## config.mk

```make
export PLATFORM = sky130hd
export DESIGN_NAME = tlb_assoc_flat
export DESIGN_NICKNAME = d
export VERILOG_FILES = /design/src/rtl/tlb_assoc_if.sv /design/src/rtl/tlb_assoc.sv /design/src/flat_wrapper.sv
export SDC_FILE = /design/constraint.sdc
export NUM_CORES = 1
export LEC_CHECK = 0
export ABC_CLOCK_PERIOD_IN_PS = 20200
export CELL_PAD_IN_SITES_DETAIL_PLACEMENT = 1
export CELL_PAD_IN_SITES_GLOBAL_PLACEMENT = 1
export CORE_MARGIN = 4
export CORE_UTILIZATION = 35
export DETAILED_ROUTE_END_ITERATION = 8
export PLACE_DENSITY_LB_ADDON = 0.1
export RECOVER_POWER = 25
export SLEW_MARGIN = 20
export SYNTH_ARGS = -nofsm -noshare
export SYNTH_HDL_FRONTEND = slang
export SYNTH_SLANG_ARGS = --single-unit
```

## constraint.sdc

```tcl
create_clock -name clk -period 20.2 [get_ports clk]
set_clock_uncertainty 0.05 [all_clocks]
set_input_delay 4.04 -clock clk [delete_from_list [all_inputs] [get_ports clk]]
set_output_delay 4.04 -clock clk [all_outputs]
set_load 0.005 [all_outputs]
```

## src/rtl/tlb_assoc_if.sv

```systemverilog
// tlb_assoc_if: bundles the lookup, response, refill, invalidate and
// statistics signals of the fully associative TLB.
//   slave  modport: seen by the TLB (requests in, responses/stats out)
//   master modport: seen by the requester (requests out, responses/stats in)
interface tlb_assoc_if #(
    parameter int VPN_BITS  = 20,
    parameter int PFN_BITS  = 20,
    parameter int ASID_BITS = 8
) ();
    logic                 lk_valid;
    logic [VPN_BITS-1:0]  lk_vpn;
    logic [ASID_BITS-1:0] lk_asid;

    logic                 rsp_valid;
    logic                 rsp_hit;
    logic [PFN_BITS-1:0]  rsp_pfn;

    logic                 rf_valid;
    logic                 rf_ready;
    logic [VPN_BITS-1:0]  rf_vpn;
    logic [ASID_BITS-1:0] rf_asid;
    logic [PFN_BITS-1:0]  rf_pfn;
    logic                 rf_global;

    logic                 inv_valid;
    logic [1:0]           inv_mode;
    logic [VPN_BITS-1:0]  inv_vpn;
    logic [ASID_BITS-1:0] inv_asid;

    logic [31:0]          hit_cnt;
    logic [31:0]          miss_cnt;

    modport slave (
        input  lk_valid, lk_vpn, lk_asid,
        output rsp_valid, rsp_hit, rsp_pfn,
        input  rf_valid, rf_vpn, rf_asid, rf_pfn, rf_global,
        output rf_ready,
        input  inv_valid, inv_mode, inv_vpn, inv_asid,
        output hit_cnt, miss_cnt
    );

    modport master (
        output lk_valid, lk_vpn, lk_asid,
        input  rsp_valid, rsp_hit, rsp_pfn,
        output rf_valid, rf_vpn, rf_asid, rf_pfn, rf_global,
        input  rf_ready,
        output inv_valid, inv_mode, inv_vpn, inv_asid,
        input  hit_cnt, miss_cnt
    );
endinterface

```

## src/rtl/tlb_assoc.sv

```systemverilog
// tlb_assoc: fully associative TLB with ASID tagging and global entries.
//   clk    sole clock, rising edge
//   rst_n  synchronous active-low reset
//   bus    tlb_assoc_if.slave: registered 1-cycle lookup, refill with
//          rf_ready = !inv_valid, invalidate (all / ASID / VPN), and
//          saturating hit/miss counters.
// Replacement: in-place overwrite on match, else lowest invalid entry,
// else round-robin pointer.
module tlb_assoc #(
    parameter int          VPN_BITS  = 20,
    parameter int          PFN_BITS  = 20,
    parameter int          ASID_BITS = 8,
    parameter int unsigned ENTRIES   = 8
) (
    input logic        clk,
    input logic        rst_n,
    tlb_assoc_if.slave bus
);
    localparam int IDX_W = $clog2(ENTRIES);

    logic [ENTRIES-1:0]   valid;
    logic [VPN_BITS-1:0]  tag_arr  [ENTRIES];
    logic [ASID_BITS-1:0] asid_arr [ENTRIES];
    logic [PFN_BITS-1:0]  pfn_arr  [ENTRIES];
    logic [ENTRIES-1:0]   glob;
    logic [IDX_W-1:0]     replace_ptr;

    logic                 rsp_valid_q;
    logic                 rsp_hit_q;
    logic [PFN_BITS-1:0]  rsp_pfn_q;
    logic [31:0]          hit_cnt_q;
    logic [31:0]          miss_cnt_q;

    logic                 lk_hit;
    logic [IDX_W-1:0]     lk_idx;
    logic                 rf_hit;
    logic [IDX_W-1:0]     rf_idx;
    logic                 free_found;
    logic [IDX_W-1:0]     free_idx;
    logic [IDX_W-1:0]     wr_idx;
    logic [ENTRIES-1:0]   inv_sel;

    assign bus.rf_ready  = !bus.inv_valid;
    assign bus.rsp_valid = rsp_valid_q;
    assign bus.rsp_hit   = rsp_hit_q;
    assign bus.rsp_pfn   = rsp_pfn_q;
    assign bus.hit_cnt   = hit_cnt_q;
    assign bus.miss_cnt  = miss_cnt_q;

    // Priority searches: the first hit in ascending order wins, so the
    // lowest matching / lowest free index is selected.
    always_comb begin
        lk_hit     = 1'b0;
        lk_idx     = '0;
        rf_hit     = 1'b0;
        rf_idx     = '0;
        free_found = 1'b0;
        free_idx   = '0;
        for (int unsigned i = 0; i < ENTRIES; i++) begin
            if (!lk_hit && valid[i] && tag_arr[i] == bus.lk_vpn &&
                (glob[i] || asid_arr[i] == bus.lk_asid)) begin
                lk_hit = 1'b1;
                lk_idx = i[IDX_W-1:0];
            end
            if (!rf_hit && valid[i] && tag_arr[i] == bus.rf_vpn &&
                (glob[i] || asid_arr[i] == bus.rf_asid)) begin
                rf_hit = 1'b1;
                rf_idx = i[IDX_W-1:0];
            end
            if (!free_found && !valid[i]) begin
                free_found = 1'b1;
                free_idx   = i[IDX_W-1:0];
            end
        end
    end

    always_comb begin
        wr_idx = replace_ptr;
        if (rf_hit)
            wr_idx = rf_idx;
        else if (free_found)
            wr_idx = free_idx;
    end

    always_comb begin
        inv_sel = '0;
        for (int unsigned i = 0; i < ENTRIES; i++) begin
            case (bus.inv_mode)
                2'd0:    inv_sel[i] = 1'b1;
                2'd1:    inv_sel[i] = !glob[i] && asid_arr[i] == bus.inv_asid;
                2'd2:    inv_sel[i] = tag_arr[i] == bus.inv_vpn;
                default: inv_sel[i] = 1'b0;
            endcase
        end
    end

    always_ff @(posedge clk) begin
        if (!rst_n) begin
            valid       <= '0;
            replace_ptr <= '0;
            rsp_valid_q <= 1'b0;
            rsp_hit_q   <= 1'b0;
            rsp_pfn_q   <= '0;
            hit_cnt_q   <= '0;
            miss_cnt_q  <= '0;
        end else begin
            rsp_valid_q <= bus.lk_valid;
            rsp_hit_q   <= bus.lk_valid && lk_hit;
            rsp_pfn_q   <= (bus.lk_valid && lk_hit) ? pfn_arr[lk_idx] : '0;

            // Counters advance on the edge that registers the response,
            // so they already include it while rsp_valid is high.
            if (bus.lk_valid) begin
                if (lk_hit) begin
                    if (hit_cnt_q != '1)
                        hit_cnt_q <= hit_cnt_q + 32'd1;
                end else begin
                    if (miss_cnt_q != '1)
                        miss_cnt_q <= miss_cnt_q + 32'd1;
                end
            end

            // Invalidate wins; a concurrent refill is held off via rf_ready.
            if (bus.inv_valid) begin
                valid <= valid & ~inv_sel;
            end else if (bus.rf_valid) begin
                valid[wr_idx]    <= 1'b1;
                glob[wr_idx]     <= bus.rf_global;
                tag_arr[wr_idx]  <= bus.rf_vpn;
                asid_arr[wr_idx] <= bus.rf_asid;
                pfn_arr[wr_idx]  <= bus.rf_pfn;
                if (!rf_hit && !free_found)
                    replace_ptr <= replace_ptr + 1'b1;
            end
        end
    end
endmodule

```

## src/flat_wrapper.sv

```systemverilog
// flat-port wrapper written by rule: the top's interface ports become plain ports
module tlb_assoc_flat 
#(
    parameter int          VPN_BITS  = 20,
    parameter int          PFN_BITS  = 20,
    parameter int          ASID_BITS = 8,
    parameter int unsigned ENTRIES   = 8
)
  (clk, rst_n, bus_lk_valid, bus_lk_vpn, bus_lk_asid, bus_rsp_valid, bus_rsp_hit, bus_rsp_pfn, bus_rf_valid, bus_rf_vpn, bus_rf_asid, bus_rf_pfn, bus_rf_global, bus_rf_ready, bus_inv_valid, bus_inv_mode, bus_inv_vpn, bus_inv_asid, bus_hit_cnt, bus_miss_cnt);
  tlb_assoc_if #(.VPN_BITS(VPN_BITS), .PFN_BITS(PFN_BITS), .ASID_BITS(ASID_BITS)) bus_i ();
  input logic clk;
  input logic rst_n;
  input wire logic [$bits(bus_i.lk_valid)-1:0] bus_lk_valid;
  input wire logic [$bits(bus_i.lk_vpn)-1:0] bus_lk_vpn;
  input wire logic [$bits(bus_i.lk_asid)-1:0] bus_lk_asid;
  output wire logic [$bits(bus_i.rsp_valid)-1:0] bus_rsp_valid;
  output wire logic [$bits(bus_i.rsp_hit)-1:0] bus_rsp_hit;
  output wire logic [$bits(bus_i.rsp_pfn)-1:0] bus_rsp_pfn;
  input wire logic [$bits(bus_i.rf_valid)-1:0] bus_rf_valid;
  input wire logic [$bits(bus_i.rf_vpn)-1:0] bus_rf_vpn;
  input wire logic [$bits(bus_i.rf_asid)-1:0] bus_rf_asid;
  input wire logic [$bits(bus_i.rf_pfn)-1:0] bus_rf_pfn;
  input wire logic [$bits(bus_i.rf_global)-1:0] bus_rf_global;
  output wire logic [$bits(bus_i.rf_ready)-1:0] bus_rf_ready;
  input wire logic [$bits(bus_i.inv_valid)-1:0] bus_inv_valid;
  input wire logic [$bits(bus_i.inv_mode)-1:0] bus_inv_mode;
  input wire logic [$bits(bus_i.inv_vpn)-1:0] bus_inv_vpn;
  input wire logic [$bits(bus_i.inv_asid)-1:0] bus_inv_asid;
  output wire logic [$bits(bus_i.hit_cnt)-1:0] bus_hit_cnt;
  output wire logic [$bits(bus_i.miss_cnt)-1:0] bus_miss_cnt;
  assign bus_i.lk_valid = bus_lk_valid;
  assign bus_i.lk_vpn = bus_lk_vpn;
  assign bus_i.lk_asid = bus_lk_asid;
  assign bus_rsp_valid = bus_i.rsp_valid;
  assign bus_rsp_hit = bus_i.rsp_hit;
  assign bus_rsp_pfn = bus_i.rsp_pfn;
  assign bus_i.rf_valid = bus_rf_valid;
  assign bus_i.rf_vpn = bus_rf_vpn;
  assign bus_i.rf_asid = bus_rf_asid;
  assign bus_i.rf_pfn = bus_rf_pfn;
  assign bus_i.rf_global = bus_rf_global;
  assign bus_rf_ready = bus_i.rf_ready;
  assign bus_i.inv_valid = bus_inv_valid;
  assign bus_i.inv_mode = bus_inv_mode;
  assign bus_i.inv_vpn = bus_inv_vpn;
  assign bus_i.inv_asid = bus_inv_asid;
  assign bus_hit_cnt = bus_i.hit_cnt;
  assign bus_miss_cnt = bus_i.miss_cnt;
  tlb_assoc #(.VPN_BITS(VPN_BITS), .PFN_BITS(PFN_BITS), .ASID_BITS(ASID_BITS), .ENTRIES(ENTRIES)) u_core (.clk(clk), .rst_n(rst_n), .bus(bus_i));
endmodule
```

Word-level counts from Yosys, hierarchy flattened
Memory sizes are Yosys's and may differ from the RTL's. A register that Yosys moved wholly into a read port is not among the register bits.
Index checks and enable logic that the tools add are counted.
Widths: inputs -> output; s select.

word-level totals
  bits in registers = 85
  RAM bits = 384
  input bits = 112
  output and inout port bits = 87
  logic and storage cells = 262
  memories kept = 3

cells by class
  add/sub/neg operators = 3
  order comparisons = 2
  equality and inequality tests = 52
  multiplexer cells = 64
  bitwise logic cells = 5
  reductions and logical operators = 126

memories
  memory           words  width  read ports  clocked after memory_dff  write ports  RTL line         text
  u_core.pfn_arr   8      20     1           1                         1            tlb_assoc.sv:24  logic [PFN_BITS-1:0] pfn_arr [ENTRIES];
  u_core.tag_arr   8      20     8           0                         1            tlb_assoc.sv:22  logic [VPN_BITS-1:0] tag_arr [ENTRIES];
  u_core.asid_arr  8      8      8           0                         1            tlb_assoc.sv:23  logic [ASID_BITS-1:0] asid_arr [ENTRIES];

operator list
  kind                   number
  $eq 20x20->1           24
  $eq 8x8->1             24
  $add 32x1->32 const B  2
  $logic_and 1x1->1      64
  $ne 32x32->1 const B   2
  $mux 3                 14
  $logic_not 1->1        39
  $mux 1                 32
  $pmux 1 s3             8
  $logic_or 1x1->1       16
  $mux 8                 2
  $mux 2                 6
  $reduce_and 3->1       4
  $and 8x8->8            1
  $bwmux 8               1
  $not 8->8              1
  $or 8x8->8             1
  $lt 3x4->1 const B     1
  $add 3x1->3 const B    1
  $demux 1 s3            1
  $ge 3x1->1 const B     1
  $eq 2x1->1 const B     1
  $eq 2x2->1 const B     1
  $logic_not 2->1        1
  3 further kinds        4

Longest topological paths before layout
An unclocked memory read counts as a cell.

  word-level depth = 48
  depth in mapped cells = 13
  mapped depth without buffers = 9

Worst setup path after synthesis
No wires, ideal clock.

  path kind = input to register
  start point = input port bus_rf_vpn[5]
  end point = memory u_core.asid_arr[0][0] (enable)
  library setup time = 0.577 ns
  arrival time = 10.632 ns
  required time = 19.573 ns
  slack = 8.941 ns
  stages on the path = 9
  path buffers = 2
  path through = clkbuf_1 -> xor2_1 -> nor4_1 -> nand4_1 -> or4_1 -> and2_1 -> o221a_2 -> buf_2 -> nor4_1

between the ends
  longest elaborated chain between the ends = 40
  elaborated cells between the ends (all ways) = 54
  classes of those cells = eq/ne: 8; mux: 16; reduce/logical: 30

RTL lines
  item                              RTL line            text
  from (decl)                       flat_wrapper.sv:20  input wire logic [$bits(bus_i.rf_vpn)-1:0] bus_rf_vpn;
  $eq 20x20->1                      tlb_assoc.sv:65     if (!rf_hit && valid[i] && tag_arr[i] == bus.rf_vpn &&
  $logic_and 1x1->1 (2 in series)   tlb_assoc.sv:65
  $mux 1                            tlb_assoc.sv:65
  $logic_not 1->1                   tlb_assoc.sv:65
  $logic_and 1x1->1 (3 in series)   tlb_assoc.sv:65
  $mux 1                            tlb_assoc.sv:65
  $logic_not 1->1                   tlb_assoc.sv:65
  $logic_and 1x1->1 (3 in series)   tlb_assoc.sv:65
  [15 not listed]                   n/a
  $mux 1                            tlb_assoc.sv:65
  $logic_not 1->1                   tlb_assoc.sv:65
  $logic_and 1x1->1 (3 in series)   tlb_assoc.sv:65
  $mux 1                            tlb_assoc.sv:65
  $logic_not 1->1                   tlb_assoc.sv:65
  $logic_and 1x1->1 (3 in series)   tlb_assoc.sv:65
  $mux 3 or $mux 1 (tied branches)  tlb_assoc.sv:65
  $mux 3 (*)                        tlb_assoc.sv:79     if (rf_hit)
  to (decl)                         tlb_assoc.sv:23

Mark *: on every way between the ends. The rest lies on a longest branch, timed or not.

Worst setup path in the final report
  start point = input port bus_inv_valid
  end point = output port bus_rf_ready

between the ends
  longest elaborated chain between the ends = 1

RTL lines
  item             RTL line            text
  from (decl)      flat_wrapper.sv:25  input wire logic [$bits(bus_i.inv_valid)-1:0] bus_inv_valid;
  $logic_not 1->1  tlb_assoc.sv:43     assign bus.rf_ready = !bus.inv_valid;
  to (decl)        flat_wrapper.sv:24  output wire logic [$bits(bus_i.rf_ready)-1:0] bus_rf_ready;

No other way between the ends.

==> metrics.cfg <==
[setup_path]
critPathMaxStageDelay_ns=0.65
cpLargestDelayFamily=buffers and inverters
cp-end-kind=output port
crit_path_start_kind=input pin
required_ns=16.11
crit_arrival_ns=5.38
worstSetupPathType=input pin to output port
slowest_stage=clkdlybuf4s50_1
cp_common_cell=clkdlybuf4s50_1
crit_chain=clkdlybuf4s50_1 > inv_1 > clkdlybuf4s50_1
crit_buf_inv=3
crit_fanout=11

[synthesis]
seq_area_frac_synth_pct=54.40
yosys.area.top_type_share_pct=46.69
ys.flop_type=edfxtp_1
synth-seq-cells=489
async_flop_share_pct=0
synthCells=2057
ys_top_cells_by_area=edfxtp_1 (47%), xor2_1 (18%), dfxtp_1 (7.7%)
synth-edff-count=392
synth_warnings=0
synth_commonest_cells=xor2_1 (513), edfxtp_1 (392), xnor2_1 (193), nor4_1 (138), dfxtp_1 (97)
synth_most_common_cell=xor2_1
syn_avg_cell_area_um2=12.26
syn-num-nets=2172
ys_types=74
synthesis.area_um2=25210
yosysTopAreaCell=edfxtp_1

[layout]
final_util_pct=41.99
syn_to_final_growth_pct=19.08
fill_cells=7542
layout-drive-gt1-share_pct=7.399
fin_nets=2349

[power_and_ir_drop]
p_per_area_nw_per_um2=77.08
p_int_mw=1.751
swShare_pct=24.31
p_sw_mw=0.5624
vdd_drop_max_mv=0.06132
clkPwrFrac_pct=44.8
seqPwrFrac_pct=47.5
leakagePower_nw=9.824
finalPower_mw=2.314
pwr-share-comb_pct=7.7

[grt]
grtUsageTotal_pct=23.14
grt_pass1_vias=17983
grt_pass1_wl_um=131100
grt_antenna_before_repair=7
globalRouteOverflowTotal=0
grt_max_degree=51

[floorplanning]
num_rows=98
initial_core_util_pct=35.26
die_width_um=276.4
core-area_um2=71490
die_h_um=276.4
die_area_um2=76380
io_pins=199

[timing]
tightest_slew_ns=1.655
report.final.slew_viol_count=51
tns_ns=0
setup_viol=0
post-route-period-util_pct=46.87
hold_viol=0
relSlewSlack_pct=-10.36
max_freq_mhz=105.6
grt_setup_unrepaired=false
finalCriticalPeriod_ns=9.469

[hold_path]
hold_path.class=flop to flop

[route]
drt_pass1_iterations=7
route.met2.wl_um=41400
top_layer=met5
drcViolationCount=0
drtIter0Drc=1874
vias_per_cell=5.450
dr_wl_met3_um=6030
routed-via-count=17631
drtAntennaViolNets=0
wirelength_um=91600
wl_met1_um=42560
wl_per_cell_um=28.32

[place]
dpl.hpwl_um=60650
port_buffers=198
gp_congestion=0.9198

[flow_run]
maxCapViolCount=3

[clocking]
cts.sinks=489
cts_tree=done
cts_buffers=58
htreeDepth=2
root_buffer=clkbuf_16
clock_latency_ns=0.66
cts_resized=0
path_clk_slew_ns=0.06
post-cts-setup-buffer-count=0
clockBufferDepth=3
cts_hold_buffers=0

[outcome]
violations=capacitance limit, slew limit
status=finished with violations

[routing by layer]
layer / up-vias / global-route usage [%]
li1: 7849 / -
met1: 9077 / 34.03
met2: 608 / 36.10
met3: 93 / 3.893
met4: 4 / 4.793
met5: - / 0
[through the flow]
stage | setup WS (ns) | instance area (um2) | std cells | hold slack, ns
after global routing | 10.67 | 30020 | 3234 | 0.4829
final | 10.73 | 30020 | 3235 | 0.4362
after CTS | 10.72 | 30070 | 3234 | 0.4391
after floorplan | 8.941 | 25210 | 2057 | 0.4084
after global placement | 10.74 | 28170 | 3124 | 0.4222
after detailed placement | 10.73 | 28170 | 3124 | 0.4276
[registers in the layout, summed over array words and instances, names as in the netlist]
signal	flops
u_core.bus.hit_cnt	32
u_core.bus.rsp_valid	1
u_core.replace_ptr	3
u_core.valid	8
u_core.asid_arr	64
u_core.bus.rsp_hit	1
u_core.tag_arr	160
u_core.bus.rsp_pfn	20
u_core.glob	8
u_core.pfn_arr	160
u_core.bus.miss_cnt	32
[power by group through the flow]
stage          Sequential, mW  Clock, mW  Combinational, mW
6_report                 1.10       1.04              0.178
5_1_grt                  1.10       1.12              0.186
4_1_cts                  1.10       1.06              0.179
3_5_place_dp             1.12          0              0.178
3_3_place_gp             1.12          0              0.176
2_1_floorplan            1.12          0             0.0942
[path summary, 6_finish.rpt]
check | start | end | slack (ns) | cells after the start
max | bus_inv_valid | bus_rf_ready | 10.73 | 3
min | u_core.bus.hit_cnt[16] | u_core.bus.hit_cnt[16] | 0.44 | 2
max reg2reg | u_core.tag_arr[6][7] | u_core.bus.miss_cnt[5] | 15.73 | 10
min reg2reg | u_core.bus.hit_cnt[16] | u_core.bus.hit_cnt[16] | 0.44 | 2
[placed cells by master, fill, tap and decap left out, drive strengths merged, types with 38 or more instances in the layout]
| master | instances |
|---|---|
| xnor2 | 193 |
| nor2 | 61 |
| nand4 | 74 |
| dfxtp | 97 |
| nor4 | 141 |
| nand3 | 44 |
| clkdlybuf4s50 | 165 |
| nor3 | 43 |
| a21oi | 39 |
| a222oi | 38 |
| nand2 | 48 |
| edfxtp | 392 |
| clkbuf | 97 |
| xor2 | 513 |
[layout make-up]
class / count / area (um2) / share of cell area (%)
flip-flops and latches: 489 / 13710 / 45.68
diodes: 1 / 2.502 / 0.008336
multi-input cells: 1410 / 10810 / 35.99
well taps: 950 / 1189 / 3.959
clock buffers: 83 / 1615 / 5.381
repair buffers: 248 / 2305 / 7.677
clock inverters: 27 / 289.0 / 0.9628
inverters: 27 / 101.3 / 0.3376
[worst reg2reg max path, stage by stage (launching register included)]
cell      delay (ns)
edfxtp_1        0.47
xor2_1          0.20
nor4_1          0.80
nand4_1         0.17
or4_1           0.70
o41ai_2         0.10
buf_4           0.21
or4_1           0.53
or2_1           0.72
o21ai_0         0.24
a21oi_1         0.19
[logic make-up after synthesis]
group                    count (synthesis)  share of synthesized area [%]
XOR/XNOR                               706                          24.53
AND/OR/NAND/NOR                        491                          11.16
flip-flops                             489                          54.40
AO/OA/AOI/OAI                          164                          4.795
buffers and inverters                  158                          3.057
multiplexers                            46                          1.916
adder cells (fa/ha/maj)                  3                         0.1489
Note: power is estimated with default switching activity, not from simulation.
